`src/rtl/ascon_arbiter.sv`:
```
// ascon_arbiter: shares one ascon engine between NUM_REQ clients, one job at a time.
// A job is granted round-robin, runs until the engine reports done, and is then
// handed back. A watchdog flushes the engine if done never arrives.
module ascon_arbiter #(
    parameter int NUM_REQ        = 2,
    parameter int TIMEOUT_CYCLES = 256
) (
    input  logic                     clock,
    input  logic                     reset,
    input  logic                     i_sys_enable,
    input  logic [NUM_REQ-1:0]       i_req,
    input  logic [NUM_REQ*128-1:0]   i_key,
    input  logic [NUM_REQ*128-1:0]   i_nonce,
    input  logic [NUM_REQ*64-1:0]    i_data,
    input  logic [NUM_REQ-1:0]       i_data_valid,
    output logic [NUM_REQ-1:0]       o_grant,
    output logic [63:0]              o_cipher,
    output logic [NUM_REQ-1:0]       o_valid_cipher,
    output logic [127:0]             o_tag,
    output logic [NUM_REQ-1:0]       o_done,
    output logic [NUM_REQ-1:0]       o_timeout,
    output logic                     o_busy,
    output logic                     o_eng_reset_n,
    output logic                     o_eng_start,
    output logic                     o_eng_data_valid,
    output logic [63:0]              o_eng_data,
    output logic [127:0]             o_eng_key,
    output logic [127:0]             o_eng_nonce,
    input  logic [63:0]              i_eng_cipher,
    input  logic                     i_eng_valid_cipher,
    input  logic [127:0]             i_eng_tag,
    input  logic                     i_eng_done
);

    localparam int PTR_W = $clog2(NUM_REQ);
    localparam int WD_W  = $clog2(TIMEOUT_CYCLES);
    localparam logic [WD_W-1:0]  WD_LAST  = WD_W'(TIMEOUT_CYCLES - 1);
    localparam logic [PTR_W-1:0] PTR_LAST = PTR_W'(NUM_REQ - 1);

    typedef enum logic [2:0] {
        ST_IDLE,
        ST_START,
        ST_RUN,
        ST_DONE,
        ST_FLUSH
    } state_t;

    state_t               state_q, state_d;
    logic [PTR_W-1:0]     ptr_q, ptr_d;
    logic [PTR_W-1:0]     owner_q, owner_d;
    logic [NUM_REQ-1:0]   grant_q, grant_d;
    logic [WD_W-1:0]      wd_q, wd_d;
    logic [127:0]         tag_q, tag_d;
    logic [127:0]         key_q, key_d;
    logic [127:0]         nonce_q, nonce_d;

    logic                 pick_found;
    logic [PTR_W-1:0]     pick_idx;
    logic [PTR_W-1:0]     cand_idx;
    int                   cand;
    logic [127:0]         pick_key;
    logic [127:0]         pick_nonce;
    logic [63:0]          owner_data;
    logic                 owner_valid;
    logic [PTR_W-1:0]     owner_next;

    // Round-robin search: first pending request at or above the pointer, wrapping.
    always_comb begin
        pick_found = 1'b0;
        pick_idx   = '0;
        cand       = 0;
        cand_idx   = '0;
        for (int i = 0; i < NUM_REQ; i++) begin
            cand     = (int'(ptr_q) + i) % NUM_REQ;
            cand_idx = PTR_W'(cand);
            if (!pick_found && i_req[cand_idx]) begin
                pick_found = 1'b1;
                pick_idx   = cand_idx;
            end
        end
    end

    // Select the key and nonce of the requester about to be granted.
    always_comb begin
        pick_key   = '0;
        pick_nonce = '0;
        for (int r = 0; r < NUM_REQ; r++) begin
            if (pick_idx == PTR_W'(r)) begin
                pick_key   = i_key[128*r +: 128];
                pick_nonce = i_nonce[128*r +: 128];
            end
        end
    end

    // Route the current owner's data stream towards the engine.
    always_comb begin
        owner_data  = '0;
        owner_valid = 1'b0;
        for (int r = 0; r < NUM_REQ; r++) begin
            if (grant_q[r]) begin
                owner_data  = i_data[64*r +: 64];
                owner_valid = i_data_valid[r];
            end
        end
    end

    assign owner_next = (owner_q == PTR_LAST) ? '0 : owner_q + 1'b1;

    // Job sequencing; nothing advances while the system enable is low.
    always_comb begin
        state_d = state_q;
        ptr_d   = ptr_q;
        owner_d = owner_q;
        grant_d = grant_q;
        wd_d    = wd_q;
        tag_d   = tag_q;
        key_d   = key_q;
        nonce_d = nonce_q;
        if (i_sys_enable) begin
            case (state_q)
                ST_IDLE: begin
                    if (pick_found) begin
                        grant_d           = '0;
                        grant_d[pick_idx] = 1'b1;
                        owner_d           = pick_idx;
                        key_d             = pick_key;
                        nonce_d           = pick_nonce;
                        state_d           = ST_START;
                    end
                end
                ST_START: begin
                    wd_d    = '0;
                    state_d = ST_RUN;
                end
                ST_RUN: begin
                    if (i_eng_done) begin
                        tag_d   = i_eng_tag;
                        state_d = ST_DONE;
                    end else if (wd_q == WD_LAST) begin
                        state_d = ST_FLUSH;
                    end else begin
                        wd_d = wd_q + 1'b1;
                    end
                end
                ST_DONE, ST_FLUSH: begin
                    grant_d = '0;
                    ptr_d   = owner_next;
                    state_d = ST_IDLE;
                end
                default: state_d = ST_IDLE;
            endcase
        end
    end

    // State registers with synchronous reset.
    always_ff @(posedge clock) begin
        if (reset) begin
            state_q <= ST_IDLE;
            ptr_q   <= '0;
            owner_q <= '0;
            grant_q <= '0;
            wd_q    <= '0;
            tag_q   <= '0;
            key_q   <= '0;
            nonce_q <= '0;
        end else begin
            state_q <= state_d;
            ptr_q   <= ptr_d;
            owner_q <= owner_d;
            grant_q <= grant_d;
            wd_q    <= wd_d;
            tag_q   <= tag_d;
            key_q   <= key_d;
            nonce_q <= nonce_d;
        end
    end

    assign o_grant          = grant_q;
    assign o_cipher         = i_eng_cipher;
    assign o_valid_cipher   = (state_q == ST_RUN && i_eng_valid_cipher) ? grant_q : '0;
    assign o_tag            = tag_q;
    assign o_done           = (state_q == ST_DONE) ? grant_q : '0;
    assign o_timeout        = (state_q == ST_FLUSH) ? grant_q : '0;
    assign o_busy           = (state_q != ST_IDLE);
    assign o_eng_reset_n    = ~reset & (state_q != ST_FLUSH);
    assign o_eng_start      = (state_q == ST_START);
    assign o_eng_data_valid = (state_q == ST_RUN) & owner_valid;
    assign o_eng_data       = owner_data;
    assign o_eng_key        = key_q;
    assign o_eng_nonce      = nonce_q;

endmodule

```
`config.mk`:
```
export PLATFORM = sky130hd
export DESIGN_NAME = ascon_arbiter
export DESIGN_NICKNAME = d
export VERILOG_FILES = /design/src/rtl/ascon_arbiter.sv
export SDC_FILE = /design/constraint.sdc
export NUM_CORES = 1
export LEC_CHECK = 0
export CAP_MARGIN = 40
export CORE_AREA = 8 8 529 531
export CTS_BUF_LIST = sky130_fd_sc_hd__clkbuf_8 sky130_fd_sc_hd__clkbuf_16
export CTS_CLUSTER_SIZE = 20
export DETAILED_ROUTE_END_ITERATION = 8
export DIE_AREA = 0 0 537 539
export SKIP_LAST_GASP = 1
export SLEW_MARGIN = 20
export SYNTH_ARGS = -nofsm -noshare
export SYNTH_HDL_FRONTEND = slang
export SYNTH_SLANG_ARGS = --single-unit
```
`constraint.sdc`:
```
create_clock -name clock -period 2.3 [get_ports clock]
set_input_delay 0.46 -clock clock [delete_from_list [all_inputs] [get_ports clock]]
set_output_delay 0.46 -clock clock [all_outputs]
set_load 0.03 [all_outputs]
```
# --- Yosys cells after proc, flatten, opt, wreduce, memory -nomap -nowiden ---
# Index checks and enable logic that the tools add are counted.
totals:
  regBits: 399
  out_inout_bits: 524
  word_cells: 72
classes:
  add_sub_neg: 3
  magnitude_cmp: 4
  n_eq_ne: 10
  mux: 29
  bitwise: 3
  n_reduce_logical: 15
op_table:
  columns: ["operator", "n"]
  rows:
  - ["128-bit two-way mux", 2]
  - ["64-bit two-way mux", 2]
  - ["8-bit two-way mux", 2]
  - ["8-bit case mux with 2 select lines", 1]
  - ["1-bit two-way mux", 12]
  - ["3-bit AND reduction", 4]
  - ["3-bit two-way mux", 3]
  - ["3-bit case mux with 3 select lines", 1]
  - ["8-bit by 1-bit adder with 8-bit output (second input constant)", 1]
  - ["8-bit == test (second input constant)", 1]
  - ["2-bit two-way mux", 4]
  - ["3-bit by 2-bit == test with 1-bit output (second input constant)", 2]
  - ["1-bit by 2-bit < comparator with 1-bit output (second input constant)", 3]
  - ["2-bit inequality test (second input constant)", 3]
  - ["3-bit inequality test (second input constant)", 2]
  - ["2-bit case mux with 2 select lines", 1]
  - ["4-bit AND reduction", 1]
  - ["2-bit nonzero test", 2]
  - ["3-bit by 1-bit == test with 1-bit output (second input constant)", 1]
  - ["3-bit == test (second input constant)", 1]
  - ["1-bit logical AND", 3]
  - ["3-bit logical NOT", 1]
  - ["3-bit nonzero test", 1]
  - ["1-bit adder (second input constant)", 2]
  - ["other kinds (7)", 8]

# --- Logic depth before layout (Yosys ltp) ---
logic_depth:
  word_depth: 12
  depth_mapped: 8
  ltp_nobuf: 5

# --- Worst setup path before layout ---
# No wires, ideal clock.
synth_timing:
  path_kind: "in2out"
  start: "input reset"
  end: "output o_eng_reset_n"
  arrival_time_ns: 1.689
  required_time_ns: 1.840
  path_slack_ns: 0.151
  cell_stages: 5
  path_buffers: 4
  path_cell_list: "clkbuf_1 > clkbuf_1 > clkbuf_1 > clkbuf_1 > a21oi_1"
synth_via:
  elab_chain_len: 2
synth_lines:
  columns: ["item", "line", "source"]
  rows:
  - ["from (decl)", "9", "input logic reset,"]
  - ["1-bit inverter", "185", "assign o_eng_reset_n = ~reset & (state_q != ST_FLUSH);"]
  - ["1-bit bitwise AND", "185", null]
  - ["to (decl)", "23", "output logic o_eng_reset_n,"]
# No other way between the ends.

# --- Worst setup path in the final report ---
layout_timing:
  start: "register grant_q[1], in the netlist o_grant[1]"
  end: "output o_eng_data[8]"
layout_via:
  elab_chain_len: 1
layout_lines:
  columns: ["item", "line", "source"]
  rows:
  - ["from (decl)", "51", "logic [NUM_REQ-1:0] grant_q, grant_d;"]
  - ["from (signal assigned)", "170", "grant_q <= grant_d;"]
  - ["64-bit two-way mux", "100", "if (grant_q[r]) begin"]
  - ["to (decl)", "26", "output logic [63:0] o_eng_data,"]
# No other way between the ends.

==> impl_metrics.tcl <==
set metrics [dict create \
    avgSynthCellArea_sq_um 9.01 \
    synthesis.yosys.warnings 0 \
    leakagePower_nw 14.7 \
    grt_antenna_before_repair 119 \
    drt_wl_total_um 214000 \
    synth_top_flop_cell "dfxtp_1" \
    global_route.overflow_total 0 \
    detail_route.vias_per_cell 2.98 \
    dpl.cell_count 6637 \
    num-nets-final 3959 \
    synth.yosys.seq_area_share 0.455 \
    die_width_um 537 \
    post-route-drc-count 0 \
    cts_buffers 53 \
    clk_pin_slew_ps 60 \
    detailedPlacementHpwl_um 196000 \
    finalWorstPathRequiredPeriod_ps 2430 \
    rsz0062_at_grt "true" \
    globalplace.congestion 0.872 \
    synth_top_area_cell "dfxtp_1" \
    worst_skew_pair.late_latency_ps 730 \
    min-delay-path-class "in -> reg" \
    synth.distinct_cells 45 \
    timing.max_cap.violations 0 \
    cts-root-buf "clkbuf_16" \
    finalClockSkew_ps 25.1 \
    slew_viol_final 0 \
    status "complete, but fails checks" \
    failing_checks "negative setup slack" \
    cts_num_sinks 399 \
    vias 20200 \
    fin_hold_ws_ps 159 \
    synth_common_cells "399 x dfxtp_1, 266 x nand2_1, 262 x nor2_1" \
    syn_area_sq_mm 0.0176 \
    worstMarginPinSlew_ps 680 \
    drtIter0Drc 987 \
    worst-path-max-fanout 29 \
    post_synth_main_area_contributors "dfxtp_1 46%, mux2i_1 15%, a211oi_1 11%" \
    share_of_layout_cells_above_drive_strength_1 0.168 \
    std_cell_rows 192 \
    pre_cts_slack_ps -369 \
    setup_tns_ps -4800 \
    cts_tree "done" \
    number_of_nets_with_antenna_violations_after_detailed_routing 0 \
    slew-limit-headroom 0.549 \
    vdd.ir_drop.worst_v 0.000614 \
    layoutNonFillerInstCount 6778 \
    post_drt_wl_per_cell_um 31.6 \
    design.die.area_sq_mm 0.289 \
    cellPowerDensity_mw_per_mm2 656 \
    start_kind "flip-flop" \
    max_clock_freq_mhz 412 \
    placement.io_buffers 1236 \
    grt_max_degree 100 \
    fin_crit_sh 1.06 \
    yosysTopAreaCellShare 0.455 \
    io_pins 1365 \
    layout-area-overhead-vs-synth_pct 111 \
    synth_seq_cells 399 \
    final-hold-violation-count 0 \
    h_tree_depth_reported_by_cts 2 \
    syn-num-nets 2791 \
    yosys.cell_count.top_type "dfxtp_1" \
    postLayoutSetupSlackWorst_ps -127 \
    first_pass_grt_wire_length_um 258000 \
    synthCells 1949 \
    n_fill_cell 30800 \
    critical_path_required_ps 1840 \
    end_kind "primary output" \
    synth_enable_flop_cells 0 \
    setup-violations-final 65 \
    synth_async_sr_flop_share 0 \
    arrival_ps 1970 \
    start_util 0.0646 \
    critPathKind "reg -> out" \
    clock_path_buffers 3 \
    height_of_the_die_um 539 \
    design.core.area_sq_mm 0.272 \
    number_of_global_route_vias_before_repair 20800 \
    dr.pass1.iters 5 \
    grt_use_total 0.141 \
]
==> registers in the layout, indices dropped and copies added, names as in the netlist <==
name	count
owner_q	1
state_q	3
o_eng_key	128
o_eng_nonce	128
o_tag	128
o_grant	2
ptr_q	1
wd_q	8
==> power by group <==
part           internal (mW)  switching [mW]
sequential              7.41           0.306
clock                   5.40            3.81
combinational           2.99            4.33
total                   15.8            8.44
==> worst max-delay path: stages (launching register included) <==
cell     delay [ps]
dfxtp_4         400
buf_6           190
buf_16          230
a22o_1          240
buf_12          160
==> stage by stage <==
stage | util | power, mW | instance area (sq um)
after floorplan | - | 10.7 | 17600
after global placement | 0.127 | 15.3 | 34400
after detailed placement | 0.127 | 15.3 | 34400
after CTS | 0.135 | 24.9 | 36800
after global routing | 0.136 | 25.5 | 36900
final | 0.136 | 24.2 | 37000
==> area by class of cell <==
type                       instances  area, sq um  area share
antenna                           30         75.1     0.00203
timing repair buffer            1353        13700       0.371
clock buffer                      64         1490      0.0403
sequential                       399         8000       0.216
tap                             3589         4490       0.121
inverter                           4         15.0    0.000406
clock inverter                    33          400      0.0108
multi-input combinational       1306         8790       0.238
==> worst paths after layout <==
path / from / to / slack (ps) / depth (start not counted)
worst min-delay path: reset / ptr_q$_SDFFE_PP0P_ / 160 / 2
worst max register to register: state_q[1]$_SDFFE_PP0P_ / o_eng_key[29]$_SDFFE_PP0P_ / 220 / 6
worst max-delay path: o_grant[1]$_SDFFE_PP0P_ / o_eng_data[8] / -130 / 4
worst min register to register: o_tag[94]$_SDFFE_PP0P_ / o_tag[94]$_SDFFE_PP0P_ / 450 / 2
==> layer usage <==
metal / up-vias / part of all wire / global-route usage
met3: 317 / 0.19 / 0.118
met2: 1265 / 0.43 / 0.221
met4: 26 / 0.031 / 0.0353
li1: 9236 / - / -
met1: 9356 / 0.35 / 0.141
met5: - / 0.00080 / 0
==> timing repair <==
item,4_1_cts,5_1_grt
pin swaps,4,0
hold endpoints to repair,0,0
gates cloned,3,1
gates resized for setup,270,7
setup buffers,8,2
hold buffers,0,0
endpoints found under the setup margin,238,73
==> cell families (layout without fill, tap and decap cells) <==
logic type,Yosys count,after routing,share of synthesized area
and+or+nand+nor,568,568,0.129
adders and majority gates,1,1,0.000713
muxes,256,256,0.146
buffers and inverters,244,1454,0.0786
AOI/OAI and AO/OA,481,481,0.191
DFF,399,399,0.455
other,0,30,0
==> cell usage in the layout, fill, tap and decap left out, types with 3 or more instances in the layout <==
cell	synthesis	layout
clkdlybuf4s50_1	0	830
dfxtp_1	399	394
nand2_1	266	266
nor2_1	262	260
a211oi_1	256	256
mux2i_1	256	256
buf_4	78	251
dlygate4sd2_1	0	164
a21oi_1	138	138
buf_12	0	89
a22o_4	0	60
clkbuf_16	0	55
diode_2	0	30
inv_1	4	11
clkbuf_8	0	10
bufinv_16	0	7
buf_6	11	7
a22o_1	66	6
clkinv_2	0	6
buf_16	0	5
nor3_1	4	4
a21o_1	4	4
o21ai_0	5	4
dfxtp_4	0	4
nor2b_1	4	3
nand3_1	4	3
or2_2	3	3
and3_4	0	3
inv_6	0	3
clkinvlp_4	0	3
clkinv_4	0	3
Note: power is estimated with default switching activity, not from simulation.
